==> src/rtl/sp_ram_pkg.sv <==
// Shared types and constants for the byte-enabled single-port RAM (sp_ram_be).
package sp_ram_pkg;

   localparam int unsigned BYTE_W = 8;

   typedef enum logic [1:0] {
      WR_NO_CHANGE   = 2'd0,
      WR_READ_FIRST  = 2'd1,
      WR_WRITE_FIRST = 2'd2
   } wr_mode_t;

   typedef enum logic {
      ST_INIT = 1'b0,
      ST_IDLE = 1'b1
   } state_t;

endpackage

==> src/rtl/sp_ram_init_fsm.sv <==
// Power-up/reset initialisation sequencer: sweeps every word address once, then goes idle.
module sp_ram_init_fsm
   import sp_ram_pkg::*;
#(
   parameter int unsigned ADDR_WIDTH = 4
) (
   input  logic                  clk,
   input  logic                  rst,
   output logic                  init_busy,
   output logic                  init_we,
   output logic [ADDR_WIDTH-1:0] init_addr
);

   state_t                state_q;
   logic [ADDR_WIDTH-1:0] cnt_q;

   always_ff @(posedge clk or posedge rst) begin
      if (rst) begin
         state_q   <= ST_INIT;
         cnt_q     <= '0;
         init_busy <= 1'b1;
      end else begin
         unique case (state_q)
            ST_INIT: begin
               cnt_q <= cnt_q + 1'b1;
               // The edge that writes the last address also ends the sequence.
               if (cnt_q == {ADDR_WIDTH{1'b1}}) begin
                  state_q   <= ST_IDLE;
                  init_busy <= 1'b0;
               end
            end
            ST_IDLE: begin
            end
         endcase
      end
   end

   assign init_we   = (state_q == ST_INIT);
   assign init_addr = cnt_q;

endmodule

==> src/rtl/sp_ram_be.sv <==
// Single-port synchronous RAM with byte enables, selectable write-cycle dout and self-init.
// Optional extra output register stage when SP_RAM_OUT_REG_EN is defined.
module sp_ram_be
   import sp_ram_pkg::*;
#(
   parameter int unsigned           DATA_WIDTH = 16,
   parameter int unsigned           ADDR_WIDTH = 4,
   parameter int unsigned           WR_MODE    = 0,
   parameter logic [DATA_WIDTH-1:0] INIT_VALUE = '0
) (
   input  logic                         clk,
   input  logic                         rst,
   input  logic                         chip_enable,
   input  logic                         write_enable,
   input  logic [DATA_WIDTH/BYTE_W-1:0] byte_enable,
   input  logic [ADDR_WIDTH-1:0]        address,
   input  logic [DATA_WIDTH-1:0]        din,
   output logic [DATA_WIDTH-1:0]        dout,
   output logic                         dout_valid,
   output logic                         init_busy
);

   localparam int unsigned DEPTH  = 2 ** ADDR_WIDTH;
   localparam int unsigned NBYTES = DATA_WIDTH / BYTE_W;
   localparam wr_mode_t    MODE   = wr_mode_t'(WR_MODE[1:0]);

   logic [DATA_WIDTH-1:0] mem_q [DEPTH];
   logic                  init_we;
   logic [ADDR_WIDTH-1:0] init_addr;
   logic                  rd_en, wr_en;
   logic [DATA_WIDTH-1:0] old_word, merged_word;
   logic [DATA_WIDTH-1:0] dout_d, dout_q;
   logic                  valid_d, valid_q;

   sp_ram_init_fsm #(
      .ADDR_WIDTH(ADDR_WIDTH)
   ) u_init_fsm (
      .clk      (clk),
      .rst      (rst),
      .init_busy(init_busy),
      .init_we  (init_we),
      .init_addr(init_addr)
   );

   assign rd_en    = chip_enable & ~init_busy & ~write_enable;
   assign wr_en    = chip_enable & ~init_busy & write_enable;
   assign old_word = mem_q[address];

   always_comb begin
      merged_word = old_word;
      for (int unsigned i = 0; i < NBYTES; i++) begin
         if (byte_enable[i]) merged_word[i*BYTE_W +: BYTE_W] = din[i*BYTE_W +: BYTE_W];
      end
   end

   // Whole-word write of the merged value; unmasked bytes rewrite their old contents.
   always_ff @(posedge clk) begin
      if (init_we) begin
         mem_q[init_addr] <= INIT_VALUE;
      end else if (wr_en) begin
         mem_q[address] <= merged_word;
      end
   end

   always_comb begin
      dout_d  = dout_q;
      valid_d = 1'b0;
      if (rd_en) begin
         dout_d  = old_word;
         valid_d = 1'b1;
      end else if (wr_en) begin
         case (MODE)
            WR_READ_FIRST: begin
               dout_d  = old_word;
               valid_d = 1'b1;
            end
            WR_WRITE_FIRST: begin
               dout_d  = merged_word;
               valid_d = 1'b1;
            end
            default: begin
            end
         endcase
      end
   end

   always_ff @(posedge clk or posedge rst) begin
      if (rst) begin
         dout_q  <= '0;
         valid_q <= 1'b0;
      end else begin
         dout_q  <= dout_d;
         valid_q <= valid_d;
      end
   end

`ifdef SP_RAM_OUT_REG_EN
   logic [DATA_WIDTH-1:0] dout_q2;
   logic                  valid_q2;

   always_ff @(posedge clk or posedge rst) begin
      if (rst) begin
         dout_q2  <= '0;
         valid_q2 <= 1'b0;
      end else begin
         dout_q2  <= dout_q;
         valid_q2 <= valid_q;
      end
   end

   assign dout       = dout_q2;
   assign dout_valid = valid_q2;
`else
   assign dout       = dout_q;
   assign dout_valid = valid_q;
`endif

endmodule

==> config.mk <==
export PLATFORM = sky130hd
export DESIGN_NAME = sp_ram_be
export DESIGN_NICKNAME = d
export VERILOG_FILES = /design/src/rtl/sp_ram_pkg.sv /design/src/rtl/sp_ram_init_fsm.sv /design/src/rtl/sp_ram_be.sv
export SDC_FILE = /design/constraint.sdc
export NUM_CORES = 1
export LEC_CHECK = 0
export CORE_MARGIN = 5
export CORE_UTILIZATION = 50
export DETAILED_ROUTE_END_ITERATION = 7
export GPL_ROUTABILITY_DRIVEN = 0
export GPL_TIMING_DRIVEN = 0
export PLACE_DENSITY = 0.68
export SYNTH_ARGS = -nofsm -noshare
export SYNTH_HDL_FRONTEND = slang
export SYNTH_SLANG_ARGS = --single-unit
==> constraint.sdc <==
create_clock -name clk -period 3.1 [get_ports clk]
set_clock_uncertainty 0.05 [all_clocks]
set_input_delay 0.62 -clock clk [delete_from_list [all_inputs] [get_ports clk]]
set_output_delay 0.62 -clock clk [all_outputs]
set_load 0.01 [all_outputs]
Word level (Yosys, flattened, before mapping). Memories as Yosys holds them, arrays and structs flattened. Index checks and enable logic that the tools add are counted.

Memories: 1. RAM bits: 256. Logic and storage cells: 28. Register bits after elaboration: 23. Output and inout port bits: 18.

Bitwise gates (word level): 6. Add/sub/neg operators: 1. Muxes and demuxes: 12. Reductions and logical operators: 2. Eq/ne operators: 1.

Memory list: mem_q (depth 16, width 16, rd ports 1, clocked after Yosys merged registers in 0, write ports 1, RTL line sp_ram_be.sv:27) `logic [DATA_WIDTH-1:0] mem_q [DEPTH];`.

Operators with widths (count): two-way mux 16 bit (1); two-way mux 8 bit (2); OR reduction 16 bit (1); two-way mux 1 bit (8); adder 4 x 1 -> 4 bit (second input constant) (1); == test 4 bit (second input constant) (1); two-way mux 4 bit (1); bitwise AND 1 bit (3); inverter 1 bit (3); AND reduction 2 bit (1).

Longest topological paths before layout.
Depth in word-level cells: 8. Mapped depth: 8.

Cells and area by module. From an unflattened synthesis, not the netlist that was laid out.

Cell total of the unflattened synthesis: 633. Area, all modules: 11083.1 sq um.

By module, submodules not included: sp_ram_be (area an instance 10837.9 sq um, instances 1, cells an instance 614, sequential area each 8112.8 sq um); sp_ram_init_fsm (area an instance 245.2 sq um, instances 1, cells an instance 19, sequential area each 151.4 sq um).

Worst setup path after synthesis. No wires, ideal clock.

Path type: input port to flip-flop. From: input address[0]. To: memory mem_q[12][0] (enable). Data required time: 2.662 ns. Stages: 6. Arrival time: 2.198 ns. Path buffers: 3. Path slack: 0.464 ns. Cell sequence: buf_6 buf_12 nor2_1 buf_4 a21oi_1 nor2_1.

Cells in the longest elaborated chain, start to end: 1.

Ends and longest elaborated chain: start, declared (RTL line sp_ram_be.sv:16) `input logic [ADDR_WIDTH-1:0] address,`; two-way mux 4 bit (no line); end, declared (RTL line sp_ram_be.sv:27).

No other way between the ends.

Worst setup path in the final report.
From: input address[1]. To: memory mem_q[12][10] (enable).

The elaborated chain is that of the path after synthesis.

==> reports/qor.csv <==
stage;metric;value;unit
outcome;status;complete, no violations;
placement;io_buffers;40;
cts;cts_root_buf;clkbuf_16;
cts;cts_tree;done;
floorplanning;die_area;25300;um2
critical_path;critical_path.top_delay_family;simple AND/OR/NAND/NOR gates;
cts;postCtsSetupRepairBufs;0;
global_routing;grt_pass1_vias;6404;
cts;cts_buffers;27;
detailed_routing;totalWireLength;27500;um
critical_path;cp.depth;6;
critical_path;rrSetupSlack;0.16;ns
layout;nets;741;
critical_path;path_class;in2reg;
sta;max_clock_freq;0.326;GHz
floorplanning;ios;44;
placement;placed_area;12200;um2
layout;n_fill_cell;1556;
sta;hold_viol_final;0;
layout;layout-drive-gt1-share;18.4;%
global_routing;grt_max_degree;24;
cts;clk_pin_slew;0.06;ns
synthesis;yosys.area.top_type_share;69.1;%
synthesis;syn-num-nets;656;
sta;min_period;3.07;ns
global_routing;globalRouteOverflowTotal;0;
detailed_routing;viasPerCell;6.29;
sta;slew_viol_final;0;
sta;rsz0062_at_grt;false;
synthesis;synth_most_common_cell;edfxtp_1;
cts;htreeDepth;1;
critical_path;start_kind;primary input;
detailed_routing;drtAntennaViolNets;0;
synthesis;yosysWarnings;0;
critical_path;crit_path_cell_trace;clkdlybuf4s50_1 -> nor2_1 -> buf_4 -> a21oi_1 -> nor2_2 -> buf_8;
power_and_ir_drop;max-vdd-ir-drop;0.344;mV
synthesis;synth_largest_area_cell;edfxtp_1;
synthesis;ys_ff_latch;279;
cts;hold_buffers;0;
power_and_ir_drop;combPwrFrac;7.1;%
sta;setup_tns;0;ns
cts;cts_buffer_depth;3;
synthesis;yosysSeqAreaShare;74.2;%
power_and_ir_drop;p_per_area;628;nW/um2
global_routing;grt_pass1_wl;40700;um
synthesis;synth_ff_type;edfxtp_1;
synthesis;netlist_area;11100;um2
power_and_ir_drop;p_sw;1.73;mW
cts;cts_sinks;279;
critical_path;reg2regPathDepth;6;
synthesis;synth_edf_count;256;
synthesis;syn-instance-count;629;
sta;tightestPinTransition;1.05;ns
synthesis;synth.area.top_cells;edfxtp_1 (69%), mux2i_1 (8.5%), dfrtp_1 (4.9%), mux4_2 (2.6%), a21oi_1 (1.3%);
critical_path;cp_max_fo;10;
floorplanning;start_util;50.8;%
job;max_cap_violations;0;
floorplanning;die_w;159;um
floorplanning;die_h;159;um
critical_path;cp-end-kind;register;
synthesis;yosys-top-cells-count;edfxtp_1 (256), mux2i_1 (94), a21oi_1 (30), nor2_1 (29), dfrtp_1 (22);
min_path;hp-class;reg2reg;
layout;synthToLayoutAreaGrowth;19.4;%
critical_path;critPathArrivalTime;3.24;ns
sta;worst_slack;0.0333;ns
detailed_routing;first_iter_violations;769;
layout;n_antenna_cell;0;
synthesis;async_reset_ff_share;8.24;%
power_and_ir_drop;p_clk_share;42.7;%
floorplanning;row_count;54;
critical_path;critPathMaxStageDelay;0.66;ns
detailed_routing;via_count;6379;
min_path;whs_path_depth;2;
sta;final-setup-viol-count;0;
sta;slew-limit-headroom;29.8;%
placement;place_hpwl;18200;um
detailed_routing;drc;0;
global_routing;grt_use_total;21.1;%
layout;final_util;60.7;%
critical_path;cp_slowest_cell;nor2_1;
synthesis;avgSynthCellArea;17.7;um2
power_and_ir_drop;cellLeakagePower;4.65;nW
critical_path;critPathRequiredTime;3.28;ns
synthesis;yosysUniqueCellTypes;43;
power_and_ir_drop;swShare;20.7;%
power_and_ir_drop;internal_power;6.62;mW
power_and_ir_drop;p_seq_share;50.2;%
sta;fin_crit_sh;98.9;%
critical_path;cp.buffers_inverters;3;
detailed_routing;first_pass_iters;8;
floorplanning;core-area;21900;um2
layout;final_cell_area;13300;um2
sta;whs;0.445;ns
placement;pre_cts_ws;-0.986;ns
cts;clock_latency;0.52;ns
detailed_routing;wire_per_inst;27.2;um
global_routing;antenna_found_initial;0;
## registers in the layout (all words and copies together) (netlist names)
signal                count
dout_valid                1
u_init_fsm.state_q        1
u_init_fsm.init_busy      1
mem_q                   256
u_init_fsm.init_addr      4
dout                     16
## what timing repair did
item                                    4_1_cts  5_1_grt
endpoints found under the hold margin         0        0
endpoints found under the setup margin      208      122
gates resized for setup                      15       12
## metal layers
layer  wire length, um  GRT usage (%)
met2             13100           33.7
met3              2380           3.91
met1             11300           29.9
met5                 0              0
met4               757           6.32
## final timing paths
kind | start | endpoint
min in group asynchronous | rst | dout[2]
worst min register to register | u_init_fsm.init_busy | u_init_fsm.init_busy
max in group asynchronous | rst | dout[7]
worst max register to register | u_init_fsm.state_q | mem_q[14][2]
worst max-delay path | address[1] | mem_q[12][10]
worst min-delay path | u_init_fsm.init_busy | u_init_fsm.init_busy
## cell families after synthesis
group                    count (synthesis)  synth area share [%]
multiplexers                           112                  12.1
AO/OA/AOI/OAI                          121                  7.67
buffers and inverters                   46                  2.79
XOR/XNOR                                 3                 0.236
flip-flops                             279                  74.2
AND/OR/NAND/NOR                         67                  2.82
adder cells (fa/ha/maj)                  1                 0.112
## worst min-delay path, cell delays in order (launching register included)
cell	delay, ns
dfstp_2	0.38
inv_1	0.06
a31oi_1	0.05
## final cells by class
| cell class | instances | area (um2) | share of cell area, % |
|---|---|---|---|
| Clock buffer | 38 | 767 | 5.77 |
| Timing Repair Buffer | 56 | 666 | 5.01 |
| Inverter | 8 | 30.0 | 0.226 |
| Sequential cell | 279 | 8260 | 62.2 |
| Tap cell | 280 | 350 | 2.64 |
| Buffer | 38 | 282 | 2.12 |
| Multi-Input combinational cell | 304 | 2730 | 20.5 |
| Clock inverter | 11 | 209 | 1.57 |
## power groups by stage
| stage | Sequential [mW] | Combinational (mW) | Clock [mW] |
|---|---|---|---|
| 2_1_floorplan | 4.28 | 0.301 | 0 |
| 6_report | 4.19 | 0.596 | 3.56 |
| 5_1_grt | 4.19 | 0.626 | 3.75 |
| 3_5_place_dp | 4.27 | 0.569 | 0 |
| 4_1_cts | 4.19 | 0.583 | 3.59 |
| 3_3_place_gp | 4.27 | 0.544 | 0 |
## placed cells by master (no fill, tap or decap), types with 5 or more instances in the layout
cell             instances
inv_1                    7
edfxtp_1               256
a2bb2oi_1                8
nor2_4                   6
mux2i_1                 94
buf_8                   15
buf_2                   10
clkbuf_1                19
a22oi_1                  6
clkbuf_8                 5
a221o_1                  9
a21oi_2                 10
a21oi_1                 17
mux4_2                  13
a221oi_1                 8
clkdlybuf4s50_1         40
nand2_1                 16
dfrtp_1                 22
a222oi_1                15
nor2_1                  13
o21ai_1                 16
o21ai_0                 16
buf_6                    5
bufinv_16                6
a21oi_4                  6
nor2_2                  10
clkbuf_16               27
nand2b_1                 9
## stage by stage
step           cells  total power [mW]
6_report        1014              8.35
5_1_grt         1014              8.57
4_1_cts         1014              8.36
3_5_place_dp     965              4.84
3_3_place_gp     949              4.81
2_1_floorplan    629              4.58
(Power assumes the default switching activity.)
